### src/rtl/bp_pkg.sv
// Shared types for the branch-predictor update sequencer.
// Holds the controller states, the in-flight entry type and the default depth.
package bp_pkg;

   typedef enum logic {
      RUN     = 1'b0,
      RECOVER = 1'b1
   } bp_state_t;

   // One in-flight branch; extra fields (e.g. target) get added here.
   typedef struct packed {
      logic taken;
   } bp_entry_t;

   localparam int BP_DEPTH_DEFAULT = 4;

endpackage

### src/rtl/bp_inflight_fifo.sv
// In-order queue of predictions awaiting resolution.
// Ports: clk, reset, clear, push, pop, push_data, head, full, empty, occupancy.
module bp_inflight_fifo
   import bp_pkg::*;
#(
   parameter int DEPTH = BP_DEPTH_DEFAULT
) (
   input  logic                     clk,
   input  logic                     reset,
   input  logic                     clear,
   input  logic                     push,
   input  logic                     pop,
   input  bp_entry_t                push_data,
   output bp_entry_t                head,
   output logic                     full,
   output logic                     empty,
   output logic [$clog2(DEPTH):0]   occupancy
);

   localparam int AW = $clog2(DEPTH);

   logic [AW:0] wr_ptr;
   logic [AW:0] rd_ptr;
   bp_entry_t   mem [DEPTH];

   always_ff @(posedge clk) begin
      if (reset || clear) begin
         wr_ptr <= '0;
         rd_ptr <= '0;
      end else begin
         if (push) wr_ptr <= wr_ptr + (AW+1)'(1);
         if (pop)  rd_ptr <= rd_ptr + (AW+1)'(1);
      end
   end

   always_ff @(posedge clk) begin
      if (push) mem[wr_ptr[AW-1:0]] <= push_data;
   end

   // Extra pointer bit separates full from empty when indices match.
   assign full      = (wr_ptr[AW-1:0] == rd_ptr[AW-1:0]) &&
                      (wr_ptr[AW] != rd_ptr[AW]);
   assign empty     = (wr_ptr == rd_ptr);
   assign occupancy = wr_ptr - rd_ptr;
   assign head      = mem[rd_ptr[AW-1:0]];

endmodule

### src/rtl/bp_update_ctrl.sv
// Sequences predictor updates and mispredict flushes for in-flight branches.
// Ports: clk, reset, pred_*, res_*, upd_*, flush, occupancy, err_underflow;
// stat_branches/stat_mispred exist only when BP_STATS_EN is defined.
module bp_update_ctrl
   import bp_pkg::*;
#(
   parameter int DEPTH = BP_DEPTH_DEFAULT,
   parameter int CNT_W = 32
) (
   input  logic                     clk,
   input  logic                     reset,
   input  logic                     pred_valid,
   input  logic                     pred_taken,
   output logic                     pred_ready,
   input  logic                     res_valid,
   input  logic                     res_taken,
   output logic                     upd_branch,
   output logic                     upd_taken,
   output logic                     flush,
`ifdef BP_STATS_EN
   output logic [CNT_W-1:0]         stat_branches,
   output logic [CNT_W-1:0]         stat_mispred,
`endif
   output logic [$clog2(DEPTH):0]   occupancy,
   output logic                     err_underflow
);

   if (DEPTH < 2 || (DEPTH & (DEPTH - 1)) != 0) begin : g_bad_depth
      $error("DEPTH must be a power of two, at least 2");
   end
   if (CNT_W < 1) begin : g_bad_cnt
      $error("CNT_W must be at least 1");
   end

   bp_state_t state;
   bp_state_t state_next;
   bp_entry_t head;
   bp_entry_t push_data;
   logic      full;
   logic      empty;
   logic      pop;
   logic      push;
   logic      mispred;
   logic      underflow;

   bp_inflight_fifo #(.DEPTH(DEPTH)) u_fifo (
      .clk       (clk),
      .reset     (reset),
      .clear     (mispred),
      .push      (push),
      .pop       (pop),
      .push_data (push_data),
      .head      (head),
      .full      (full),
      .empty     (empty),
      .occupancy (occupancy)
   );

   assign push_data = '{taken: pred_taken};

   always_ff @(posedge clk) begin
      if (reset) state <= RUN;
      else       state <= state_next;
   end

   always_comb begin
      state_next = state;
      unique case (state)
         RUN:     if (mispred) state_next = RECOVER;
         RECOVER: state_next = RUN;
         default: state_next = RUN;
      endcase
   end

   // A mispredict clears the queue, so a same-cycle push is dropped.
   always_comb begin
      pred_ready = 1'b0;
      pop        = 1'b0;
      mispred    = 1'b0;
      push       = 1'b0;
      underflow  = 1'b0;
      if (state == RUN) begin
         pred_ready = !full;
         pop        = res_valid && !empty;
         mispred    = pop && (res_taken != head.taken);
         push       = pred_valid && !full && !mispred;
         underflow  = res_valid && empty;
      end
   end

   always_ff @(posedge clk) begin
      if (reset) begin
         upd_branch    <= 1'b0;
         upd_taken     <= 1'b0;
         flush         <= 1'b0;
         err_underflow <= 1'b0;
      end else begin
         upd_branch <= pop;
         upd_taken  <= pop && res_taken;
         flush      <= mispred;
         if (underflow) err_underflow <= 1'b1;
      end
   end

`ifdef BP_STATS_EN
   always_ff @(posedge clk) begin
      if (reset) begin
         stat_branches <= '0;
         stat_mispred  <= '0;
      end else begin
         if (pop && stat_branches != '1)
            stat_branches <= stat_branches + CNT_W'(1);
         if (mispred && stat_mispred != '1)
            stat_mispred <= stat_mispred + CNT_W'(1);
      end
   end
`endif

endmodule
### config.mk
export PLATFORM = sky130hd
export DESIGN_NAME = bp_update_ctrl
export DESIGN_NICKNAME = d
export VERILOG_FILES = /design/src/rtl/bp_pkg.sv /design/src/rtl/bp_inflight_fifo.sv /design/src/rtl/bp_update_ctrl.sv
export SDC_FILE = /design/constraint.sdc
export NUM_CORES = 1
export LEC_CHECK = 0
export CORE_MARGIN = 5
export CORE_UTILIZATION = 50
export CTS_BUF_LIST = sky130_fd_sc_hd__clkbuf_8
export DETAILED_ROUTE_END_ITERATION = 16
export GPL_TIMING_DRIVEN = 0
export HOLD_SLACK_MARGIN = 0.02
export PLACE_DENSITY_LB_ADDON = 0.15
export SYNTH_ARGS = -nofsm -noshare
export SYNTH_HDL_FRONTEND = slang
export SYNTH_SLANG_ARGS = --single-unit
### constraint.sdc
create_clock -name clk -period 4.1 [get_ports clk]
set_clock_uncertainty 0.2 [all_clocks]
set_input_delay 0.82 -clock clk [delete_from_list [all_inputs] [get_ports clk]]
set_output_delay 0.82 -clock clk [all_outputs]
set_load 0.01 [all_outputs]
* Yosys cells after proc, flatten, opt, wreduce, memory -nomap -nowiden
Memory sizes are Yosys's and may differ from the RTL's. A register that Yosys moved wholly into a read port is not among the register bits. Cells that the tools add are included.
Word-level totals: register bits 11, RAM bits 4, input bits 6, output and inout port bits 8, logic and storage cells 38, memories 1
Operators by class: $add $sub $neg 3, eq/ne operators 4, multiplexer cells 11, bitwise gates (word level) 1, reduce and logical (&&, ||, !) cells 11
Memory list:
- u_fifo.mem | depth 4, bits a word 1, read ports 1, clocked after memory_dff 1, write ports 1, line bp_inflight_fifo.sv:24 | bp_entry_t mem [DEPTH];
Operators by type and width (number):
- 1-bit two-way mux | 8
- 1-bit logical AND | 7
- 3-bit by 1-bit adder with 3-bit output, second input constant | 2
- 2-bit two-way mux | 2
- 3-bit equality test | 1
- 1-bit zero test | 3
- 3-bit subtractor | 1
- 2-bit equality test | 1
- 1-bit inequality test | 2
- 1-bit case mux with 2 select lines | 1
- 1-bit logical OR | 1
- 1-bit inverter | 1

* Longest topological paths before layout
depth after elaboration 9, mapped depth 6, gate-level depth less buffers 6

* Modules after synthesis
A second synthesis with hierarchy kept.
Second synthesis, totals: cells, all modules 71, area total of the unflattened synthesis 803.3 um2
Modules (own cells, without submodules):
- bp_inflight_fifo | times used 1, cells each 53, area an instance 603.1 um2, seq. area each 280.3 um2
- bp_update_ctrl | times used 1, cells each 18, area an instance 200.2 um2, seq. area each 100.1 um2

* Worst setup path before layout
OpenSTA, ideal clock, no wires.
kind register -> output, start reg u_fifo.wr_ptr[0], end out occupancy[2], arrival time 1253 ps, data required time 3080 ps, path slack 1827 ps, stages on the path, launching flop included 5, cell sequence dfxtp_1 > inv_1 > ha_1 > fa_1 > xnor2_1
On the way: word-level cells in the longest chain between the ends 1
Ends and longest elaborated chain:
- from (decl) | line bp_inflight_fifo.sv:22 | logic [AW:0] wr_ptr;
- from (signal assigned) | line bp_inflight_fifo.sv:31 | if (push) wr_ptr <= wr_ptr + (AW+1)'(1);
- 3-bit subtractor | line bp_inflight_fifo.sv:44 | assign occupancy = wr_ptr - rd_ptr;
- to (decl) | line bp_update_ctrl.sv:24 | output logic [$clog2(DEPTH):0] occupancy,
Every way passes these cells.

* Worst setup path after layout
Same ends and word-level chain as after synthesis.

==> flow_metrics.env <==
export IMPL_status="finished, final reports clean"
export IMPL_die_y_um=52.4
export IMPL_crit_type="reg2out"
export IMPL_ff2ff_path_depth=6
export IMPL_n_fill_cell=141
export IMPL_postCtsSetupRepairBufs=0
export IMPL_die_w_um=52.4
export IMPL_ys_seq_area_frac=0.424
export IMPL_cts_inserted_buffers=3
export IMPL_power_total_mw=0.650
export IMPL_grt_remaining_overflow=0
export IMPL_cts_max_level=1
export IMPL_cts_hold_buf=0
export IMPL_drt_iter0_drc=13
export IMPL_fin_util=0.640
export IMPL_routabilityCongestion=0.751
export IMPL_post_synth_top_area_cell="dfxtp_1"
export IMPL_hold_class="reg2reg"
export IMPL_reg2reg_from="u_fifo.wr_ptr[0]"
export IMPL_r2r_end="u_fifo.mem[0]"
export IMPL_cts_tree="done"
export IMPL_cpPeakStageDelay_ns=0.55
export IMPL_layout_drive_gt1_share=0.147
export IMPL_core_um2=1710
export IMPL_worst_path_buf_inv=2
export IMPL_track_usage=0.131
export IMPL_cp_num_cells=5
export IMPL_ys_warn_count=0
export IMPL_clock_sinks=17
export IMPL_cp_start_kind="flop"
export IMPL_grt_pass1_wl_um=2660
export IMPL_critPathRequiredTime_ns=3.08
export IMPL_ios=14
export IMPL_syn_to_final_growth_pct=21.9
export IMPL_synth_area_um2=897
export IMPL_hold_viol=0
export IMPL_rsz0062_at_grt="false"
export IMPL_drv_slew=0
export IMPL_slowest_stage="clkdlybuf4s50_1"
export IMPL_cp_top_family="buffers and inverters"
export IMPL_synthCells=79
export IMPL_clockRootBuffer="clkbuf_8"
export IMPL_synthArstFlopShare=0
export IMPL_dieArea_um2=2740
export IMPL_final_setup_tns_ns=0
export IMPL_dp_hpwl_um=1230
export IMPL_antenna_found_initial=0
export IMPL_firstDrtPassIters=4
export IMPL_fmax_ghz=0.327
export IMPL_worstPathArrival_ns=2.04
export IMPL_synth_top_area_frac=0.290
export IMPL_final_cell_area_um2=1090
export IMPL_end_kind="output pin"
export IMPL_portBuffers=12
export IMPL_place_area_um2=1050
export IMPL_ys_flop_type="dfxtp_1"
export IMPL_vias=607
export IMPL_period_minus_slack_ns=3.06
export IMPL_synth_edf_count=4
export IMPL_antenna_left=0
export IMPL_nets=110
export IMPL_reg2reg_slack_ns=1.96
export IMPL_powerDensity_nw_per_um2=594
export IMPL_finalSetupViolations=0
export IMPL_yosys_top_cells_area="dfxtp_1 (29%), edfxtp_1 (13%), ha_1 (9.8%), nor2_1 (4.2%), o211ai_1 (3.3%)"
export IMPL_whs_path_depth=2
export IMPL_holdWs_ns=0.282
export IMPL_post_route_period_util=0.746
export IMPL_syn_avg_cell_area_um2=11.4
export IMPL_grt_max_degree=11
export IMPL_whs_endpoint="err_underflow"
export IMPL_maxSlewHeadroom=0.718
export IMPL_ctsResizeCount=0
export IMPL_ys_types=31
export IMPL_drc_errors=0
export IMPL_ys_seq_elements=17
export IMPL_path_max_fanout=4
export IMPL_via_per_inst=5.06
export IMPL_start_util=0.525
export IMPL_hold_path_startpoint="err_underflow"
export IMPL_ir_drop_uv=347
export IMPL_maxCapViolations=0
export IMPL_wl_um=1590
export IMPL_grt_pass1_vias=599
export IMPL_antenna_cells=0
export IMPL_fp_row_count=15
export IMPL_tightestPinTransition_ns=0.422
export IMPL_syn_nets=93
export IMPL_clkTransAtPathRegs_ns=0.06
export IMPL_path_cells="inv_1, ha_1, fa_1, xnor2_1, clkdlybuf4s50_1"
export IMPL_worstSkewPairLatency_ns=0.24
export IMPL_wl_per_cell_um=13.2
export IMPL_power_leakage_nw=0.438
export IMPL_clockBufferDepth=2
## worst reg2reg max path, delay by kind of cell, from the launching register on
kind / cells / cell delay, ns
buffers and inverters: 1 / 0.12
adder cells (fa/ha/maj): 1 / 0.38
AND/OR/NAND/NOR: 2 / 0.29
flip-flops: 1 / 0.39
AO/OA/AOI/OAI: 2 / 0.48
## synthesized netlist by cell type (2+ instances only)
library cell	number
inv_1	6
o21ai_0	2
and2_1	4
edfxtp_1	4
nor3_1	2
o21ai_2	3
xnor2_1	2
dfxtp_1	13
xor2_1	2
nor2_1	10
nor2b_1	2
ha_1	7
o211ai_1	4
## report_power, final
part	total [mW]	switching, mW	internal, mW
logic	0.302	0.161	0.141
registers	0.227	0.0225	0.205
clock network	0.121	0.0544	0.0662
total	0.650	0.238	0.412
## worst max path at each step
stage                           from      endpoint
floorplan           u_fifo.wr_ptr[0]  occupancy[2]
global placement    u_fifo.wr_ptr[0]  occupancy[2]
detailed placement  u_fifo.wr_ptr[0]  occupancy[2]
CTS                 u_fifo.wr_ptr[0]  occupancy[2]
global route        u_fifo.wr_ptr[0]  occupancy[2]
finish              u_fifo.wr_ptr[0]  occupancy[2]
## final cells by class
class | count | area, um2 | area share
clock inverter | 1 | 3.75 | 0.00343
timing repair buffer | 12 | 120 | 0.110
inverter | 6 | 22.5 | 0.0206
clock buffer | 3 | 41.3 | 0.0378
sequential | 17 | 380 | 0.348
multi-input combinational | 54 | 479 | 0.438
buffer | 2 | 15.0 | 0.0137
tap | 25 | 31.3 | 0.0286
## kinds of logic after synthesis
kind of cell / count (synthesis) / share of synthesized area
buffers and inverters: 8 / 0.0418
AND/OR/NAND/NOR: 19 / 0.0990
AO/OA/AOI/OAI: 19 / 0.191
multiplexers: 2 / 0.0363
adder cells (fa/ha/maj): 8 / 0.120
flip-flops: 17 / 0.424
XOR/XNOR: 6 / 0.0879
## per-layer routing
metal | wire (um) | up-vias | GRT usage
li1 | - | 307 | -
met2 | 778 | 9 | 0.223
met3 | 51 | 2 | 0.0285
met1 | 746 | 289 | 0.165
met5 | 0 | - | 0
met4 | 13 | 0 | 0.0383
## cell usage in the layout, fill, tap and decap left out, types with 3 or more instances in the layout
master and instances:
nor2_1 10, o211ai_1 4, clkbuf_8 3, dfxtp_1 13
ha_1 7, inv_1 7, edfxtp_1 4, and2_1 4
clkdlybuf4s50_1 12, o21ai_2 3
## stage by stage
step                setup WS, ns  cells
floorplan                   1.83     79
global placement            1.31    116
detailed placement          1.31    116
CTS                         1.03    120
global route               0.963    120
finish                      1.04    120
No activity file was read; power rests on OpenSTA's default activity.
